===== config.mk =====
export PLATFORM = sky130hd
export DESIGN_NAME = instruction_encoder
export DESIGN_NICKNAME = d
export VERILOG_FILES = /design/src/rtl/instruction_encoder.sv
export SDC_FILE = /design/constraint.sdc
export NUM_CORES = 1
export LEC_CHECK = 0
export ABC_CLOCK_PERIOD_IN_PS = 7700
export CAP_MARGIN = 10
export CORE_ASPECT_RATIO = 1.75
export CORE_MARGIN = 3
export CORE_UTILIZATION = 35
export CTS_CLUSTER_SIZE = 24
export DETAILED_ROUTE_END_ITERATION = 16
export GPL_TIMING_DRIVEN = 0
export PLACE_DENSITY_LB_ADDON = 0.08
export SLEW_MARGIN = 10
export SYNTH_ARGS = -nofsm -noshare
export SYNTH_HDL_FRONTEND = slang
export SYNTH_SLANG_ARGS = --single-unit

===== constraint.sdc =====
create_clock -name clk -period 7.7 [get_ports clk]
set_input_delay 0.77 -clock clk [delete_from_list [all_inputs] [get_ports clk]]
set_output_delay 0.77 -clock clk [all_outputs]
set_load 0.02 [all_outputs]

===== src/rtl/instruction_encoder.sv =====
// Two-stage RV32 instruction encoder: S1 latches a field bundle, S2 holds the packed word.
// Define IMM_RANGE_CHECK_EN to flag immediates that do not fit their format.
module instruction_encoder #(
  parameter int unsigned CNT_W = 16
) (
  input  logic             clk,
  input  logic             rst,
  input  logic             in_valid,
  output logic             in_ready,
  input  logic [2:0]       in_fmt,
  input  logic [6:0]       in_opcode,
  input  logic [4:0]       in_rd,
  input  logic [4:0]       in_rs1,
  input  logic [4:0]       in_rs2,
  input  logic [2:0]       in_funct3,
  input  logic [6:0]       in_funct7,
  input  logic [31:0]      in_imm,
  output logic             out_valid,
  input  logic             out_ready,
  output logic [31:0]      out_instr,
  output logic             out_err,
  output logic [CNT_W-1:0] enc_count,
  output logic [CNT_W-1:0] err_count
);

  localparam logic [2:0] FmtR = 3'd0;
  localparam logic [2:0] FmtI = 3'd1;
  localparam logic [2:0] FmtS = 3'd2;
  localparam logic [2:0] FmtB = 3'd3;
  localparam logic [2:0] FmtU = 3'd4;
  localparam logic [2:0] FmtJ = 3'd5;

  logic        s1_valid_q;
  logic [2:0]  s1_fmt_q;
  logic [6:0]  s1_opcode_q;
  logic [4:0]  s1_rd_q;
  logic [4:0]  s1_rs1_q;
  logic [4:0]  s1_rs2_q;
  logic [2:0]  s1_funct3_q;
  logic [6:0]  s1_funct7_q;
  logic [31:1] s1_imm_q;
  logic        s1_imm_err;

  logic        s2_valid_q;
  logic [31:0] s2_instr_q;
  logic        s2_err_q;

  logic        s1_load;
  logic        s1_adv;
  logic        s2_adv;
  logic [31:0] enc_word;
  logic        enc_err;

  // A stage moves when it is empty or its contents leave in the same cycle.
  assign s2_adv   = !s2_valid_q || out_ready;
  assign s1_adv   = s1_valid_q && s2_adv;
  assign in_ready = !rst && (!s1_valid_q || s2_adv);
  assign s1_load  = in_valid && in_ready;

  always_ff @(posedge clk) begin
    if (rst) begin
      s1_valid_q <= 1'b0;
    end else if (s1_load) begin
      s1_valid_q <= 1'b1;
    end else if (s1_adv) begin
      s1_valid_q <= 1'b0;
    end
  end

  // Payload needs no reset; it is only observed through s1_valid_q.
  always_ff @(posedge clk) begin
    if (s1_load) begin
      s1_fmt_q    <= in_fmt;
      s1_opcode_q <= in_opcode;
      s1_rd_q     <= in_rd;
      s1_rs1_q    <= in_rs1;
      s1_rs2_q    <= in_rs2;
      s1_funct3_q <= in_funct3;
      s1_funct7_q <= in_funct7;
      s1_imm_q    <= in_imm[31:1];
    end
  end

`ifdef IMM_RANGE_CHECK_EN
  logic              imm_bad;
  logic              s1_imm_bad_q;
  logic signed [31:0] simm;

  assign simm = in_imm;

  always_comb begin
    imm_bad = 1'b0;
    case (in_fmt)
      FmtI, FmtS: imm_bad = (simm < -32'sd2048) || (simm > 32'sd2047);
      FmtB:       imm_bad = (simm < -32'sd4096) || (simm > 32'sd4094) || in_imm[0];
      FmtJ:       imm_bad = (simm < -32'sd1048576) || (simm > 32'sd1048574) || in_imm[0];
      FmtU:       imm_bad = |in_imm[11:0];
      default:    imm_bad = 1'b0;
    endcase
  end

  always_ff @(posedge clk) begin
    if (rst) begin
      s1_imm_bad_q <= 1'b0;
    end else if (s1_load) begin
      s1_imm_bad_q <= imm_bad;
    end
  end

  assign s1_imm_err = s1_imm_bad_q;
`else
  logic unused_imm_lsb;
  assign unused_imm_lsb = in_imm[0];
  assign s1_imm_err     = 1'b0;
`endif

  always_comb begin
    enc_word = 32'h0;
    enc_err  = s1_imm_err;
    case (s1_fmt_q)
      FmtR: enc_word = {s1_funct7_q, s1_rs2_q, s1_rs1_q, s1_funct3_q, s1_rd_q, s1_opcode_q};
      FmtI: enc_word = {s1_imm_q[11:1], 1'b0, s1_rs1_q, s1_funct3_q, s1_rd_q, s1_opcode_q};
      FmtS: enc_word = {s1_imm_q[11:5], s1_rs2_q, s1_rs1_q, s1_funct3_q, s1_imm_q[4:1], 1'b0,
                        s1_opcode_q};
      FmtB: enc_word = {s1_imm_q[12], s1_imm_q[10:5], s1_rs2_q, s1_rs1_q, s1_funct3_q,
                        s1_imm_q[4:1], s1_imm_q[11], s1_opcode_q};
      FmtU: enc_word = {s1_imm_q[31:12], s1_rd_q, s1_opcode_q};
      FmtJ: enc_word = {s1_imm_q[20], s1_imm_q[10:1], s1_imm_q[11], s1_imm_q[19:12], s1_rd_q,
                        s1_opcode_q};
      default: begin
        enc_word = 32'h0;
        enc_err  = 1'b1;
      end
    endcase
  end

  // I and S immediates need bit 0 too; patch it in from the low S1 bit path.
  logic [31:0] enc_word_fix;
  logic        imm_lsb_q;

  always_ff @(posedge clk) begin
    if (s1_load) begin
      imm_lsb_q <= in_imm[0];
    end
  end

  always_comb begin
    enc_word_fix = enc_word;
    if (s1_fmt_q == FmtI) begin
      enc_word_fix[20] = imm_lsb_q;
    end else if (s1_fmt_q == FmtS) begin
      enc_word_fix[7] = imm_lsb_q;
    end
  end

  always_ff @(posedge clk) begin
    if (rst) begin
      s2_valid_q <= 1'b0;
      s2_instr_q <= 32'h0;
      s2_err_q   <= 1'b0;
    end else if (s2_adv) begin
      s2_valid_q <= s1_valid_q;
      if (s1_valid_q) begin
        s2_instr_q <= enc_word_fix;
        s2_err_q   <= enc_err;
      end
    end
  end

  assign out_valid = s2_valid_q;
  assign out_instr = s2_instr_q;
  assign out_err   = s2_err_q;

  logic fire;
  assign fire = s2_valid_q && out_ready;

  always_ff @(posedge clk) begin
    if (rst) begin
      enc_count <= '0;
      err_count <= '0;
    end else if (fire) begin
      if (enc_count != '1) begin
        enc_count <= enc_count + 1'b1;
      end
      if (s2_err_q && (err_count != '1)) begin
        err_count <= err_count + 1'b1;
      end
    end
  end

endmodule


==> reports/qor.yml <==
outcome:
  status: "finished, final reports clean"
worst_hold_path:
  min_from: "out_instr[21]$_SDFFE_PP0P_"
  worstHoldPathCells: 2
  min_to: "out_instr[21]$_SDFFE_PP0P_"
  hold_path_class: "flip-flop to flip-flop"
yosys:
  synth.cell_area_um2: 5310
  ys_top_cells_by_count: "67 x dfxtp_1, 67 x edfxtp_1, 48 x nor2_1, 27 x a21oi_1, 27 x nand2_1"
  syn_area_per_cell_um2: 11.6
  synth_ff_type: "edfxtp_1"
  yosysUniqueCellTypes: 42
  yosys-top-cells-area: "edfxtp_1 38%, dfxtp_1 25%, nor2_1 3.4%"
  async_flop_share_pct: 0
  synth_seq_cells: 134
  syn_nets: 531
  synth-edff-count: 67
  syn_inst: 458
  synth_top_area_share_pct: 37.9
  ys_seq_area_share_pct: 63.1
  yosysWarnings: 0
  yosysTopAreaCell: "edfxtp_1"
grt:
  grt_first_pass_wirelength_mm: 22.0
  grt.total_usage_pct: 16.8
  grt_pass1_vias: 4439
  grt_max_degree: 56
  antenna_found_initial: 0
  use_met3_pct: 3.79
  busiest_layer: "met2"
  grt_use_met2_pct: 30.8
  grt_overflow: 0
  grtUsageMet1_pct: 18.1
run:
  maxCapViolations: 0
worst_setup_path:
  reg2reg_to: "err_count[10]$_SDFFE_PP0P_"
  end_kind: "primary output"
  worstPathMaxFanout: 10
  worstSetupStartpoint: "rst"
  path_class: "input port to primary output"
  crit_arrival_ps: 2550
  required_ps: 6930
  reg2reg_from: "err_count[0]$_SDFFE_PP0P_"
  rrSetupSlack_ps: 5500
  critPathLaunchType: "input port"
  ff2ff_path_depth: 6
clock_tree:
  cts_htree_levels: 4
  postCtsHoldBufs: 0
  ctsResizeCount: 0
  cts_buffer_depth: 2
  clock_sinks: 134
  cts_root_buffer: "clkbuf_16"
  cts_setup_buffers: 0
  clkLatencyLatePin_ps: 410
  cts_made_buffers: 17
  cts_tree: "done"
  clkTransAtPathRegs_ps: 60
place:
  port_buffers: 137
  place_congestion: 0.788
  dpl.hpwl_mm: 10.2
  place_inst: 779
  dpl_cell_area_um2: 6940
finish:
  drive_above_1_share_pct: 7.96
  layoutNonFillerInstCount: 811
  nets: 688
  areaGrowthSynthToFinish_pct: 41.5
  antenna_cells: 0
  design_area_um2: 7510
timing:
  grt_setup_unrepaired: "no"
  setup-tns-final_ps: 0
  finalHoldViolations: 0
  period_share_pct: 43.1
  setup_viol: 0
  worstMarginPinSlew_ps: 827
  whs_ps: 476
  slew-limit-headroom_pct: 44.5
  finalCriticalPeriod_ps: 3320
  drv_slew: 0
  finClkSkew_ps: 13.8
  fmax_ghz: 0.301
detailed_routing:
  wl_mm: 13.8
  drt_iter0_markers: 165
  via_per_inst: 5.24
  vias: 4252
  wl_per_cell_um: 17.0
  antenna_left: 0
  firstDrtPassIters: 4
  drc: 0
die:
  rows: 59
  fp.dieArea_um2: 16700
  dieWidth_um: 99.1
  start_util_pct: 35.8
  fp.dieH_um: 169
  coreArea_um2: 14800
  ios: 138
pwr:
  power_density_nw_per_um2: 226
  p_leak_uw: 0.00255
  peakVddDrop_v: 0.000120
[logic make-up after synthesis]
logic type,Yosys count,share of synthesized area (%)
multiplexers,16,3.27
AO/OA/AOI/OAI,112,15.2
flip-flops,134,63.1
buffers and inverters,37,2.66
adder cells (fa/ha/maj),2,0.471
AND/OR/NAND/NOR,157,15.3
[per-stage QoR]
stage               util (%)  setup slack [ps]  power [uW]
global placement        46.6              3100         942
finish                  50.6              4380        1700
floorplan                  -              4260         863
detailed placement      46.8              4370         944
CTS                     50.6              4370        1720
global route            50.6              4270        1770
[flip-flops by register name, indices dropped and copies added (netlist names)]
register     cells
enc_count       16
err_count       16
imm_lsb_q        1
out_err          1
out_instr       32
out_valid        1
s1_fmt_q         3
s1_funct3_q      3
s1_funct7_q      7
s1_imm_q        31
s1_opcode_q      7
s1_rd_q          5
s1_rs1_q         5
s1_rs2_q         5
s1_valid_q       1
[worst max-delay path by stage]
| stage | end | slack [ps] | cells after the start |
|---|---|---|---|
| after floorplan | imm_lsb_q$_DFFE_PP_ | 4260 | 3 |
| after global placement | s1_imm_q[26]$_DFFE_PP_ | 3100 | 4 |
| after detailed placement | in_ready | 4370 | 4 |
| after CTS | in_ready | 4370 | 4 |
| after global routing | in_ready | 4270 | 4 |
| final | in_ready | 4380 | 4 |
[worst max-delay path: stages]
cell	delay, ps
clkdlybuf4s50_1	480
clkbuf_1	320
a21oi_1	320
clkdlybuf4s50_1	660
[cells in the final DEF, fill, tap and decap left out, drive strengths merged, types with 11 or more instances in the layout]
cell type      Yosys  routed
nor2              48      48
inv               13      19
a221oi            13      13
nand2             27      27
a22oi             19      19
dfxtp             67      67
mux2              11      11
nor3              18      18
a21oi             27      27
clkbuf            22      40
edfxtp            67      67
clkdlybuf4s50      0     137
[per-layer routing]
layer	wire (um)	vias up
li1	-	2080
met1	5380	2043
met2	7500	116
met3	629	13
met4	252	0
met5	0	-
[where the power goes]
| group | internal (uW) | leakage (uW) | total [uW] | switching (uW) |
|---|---|---|---|---|
| clock | 453 | 0.000264 | 772 | 319 |
| sequential | 778 | 0.00117 | 792 | 13.8 |
| combinational | 69.2 | 0.00111 | 135 | 65.8 |
| total | 1300 | 0.00255 | 1700 | 399 |
[layout make-up]
class / count / area (um2)
clock inverter: 14 / 143
sequential: 134 / 3350
clock buffer: 18 / 429
inverter: 13 / 48.8
multi-input combinational: 287 / 1820
tap: 183 / 229
timing repair buffer: 138 / 1400
fill: 1360 / 7320
buffer: 24 / 92.6
Power figures use the tool's default switching activity.
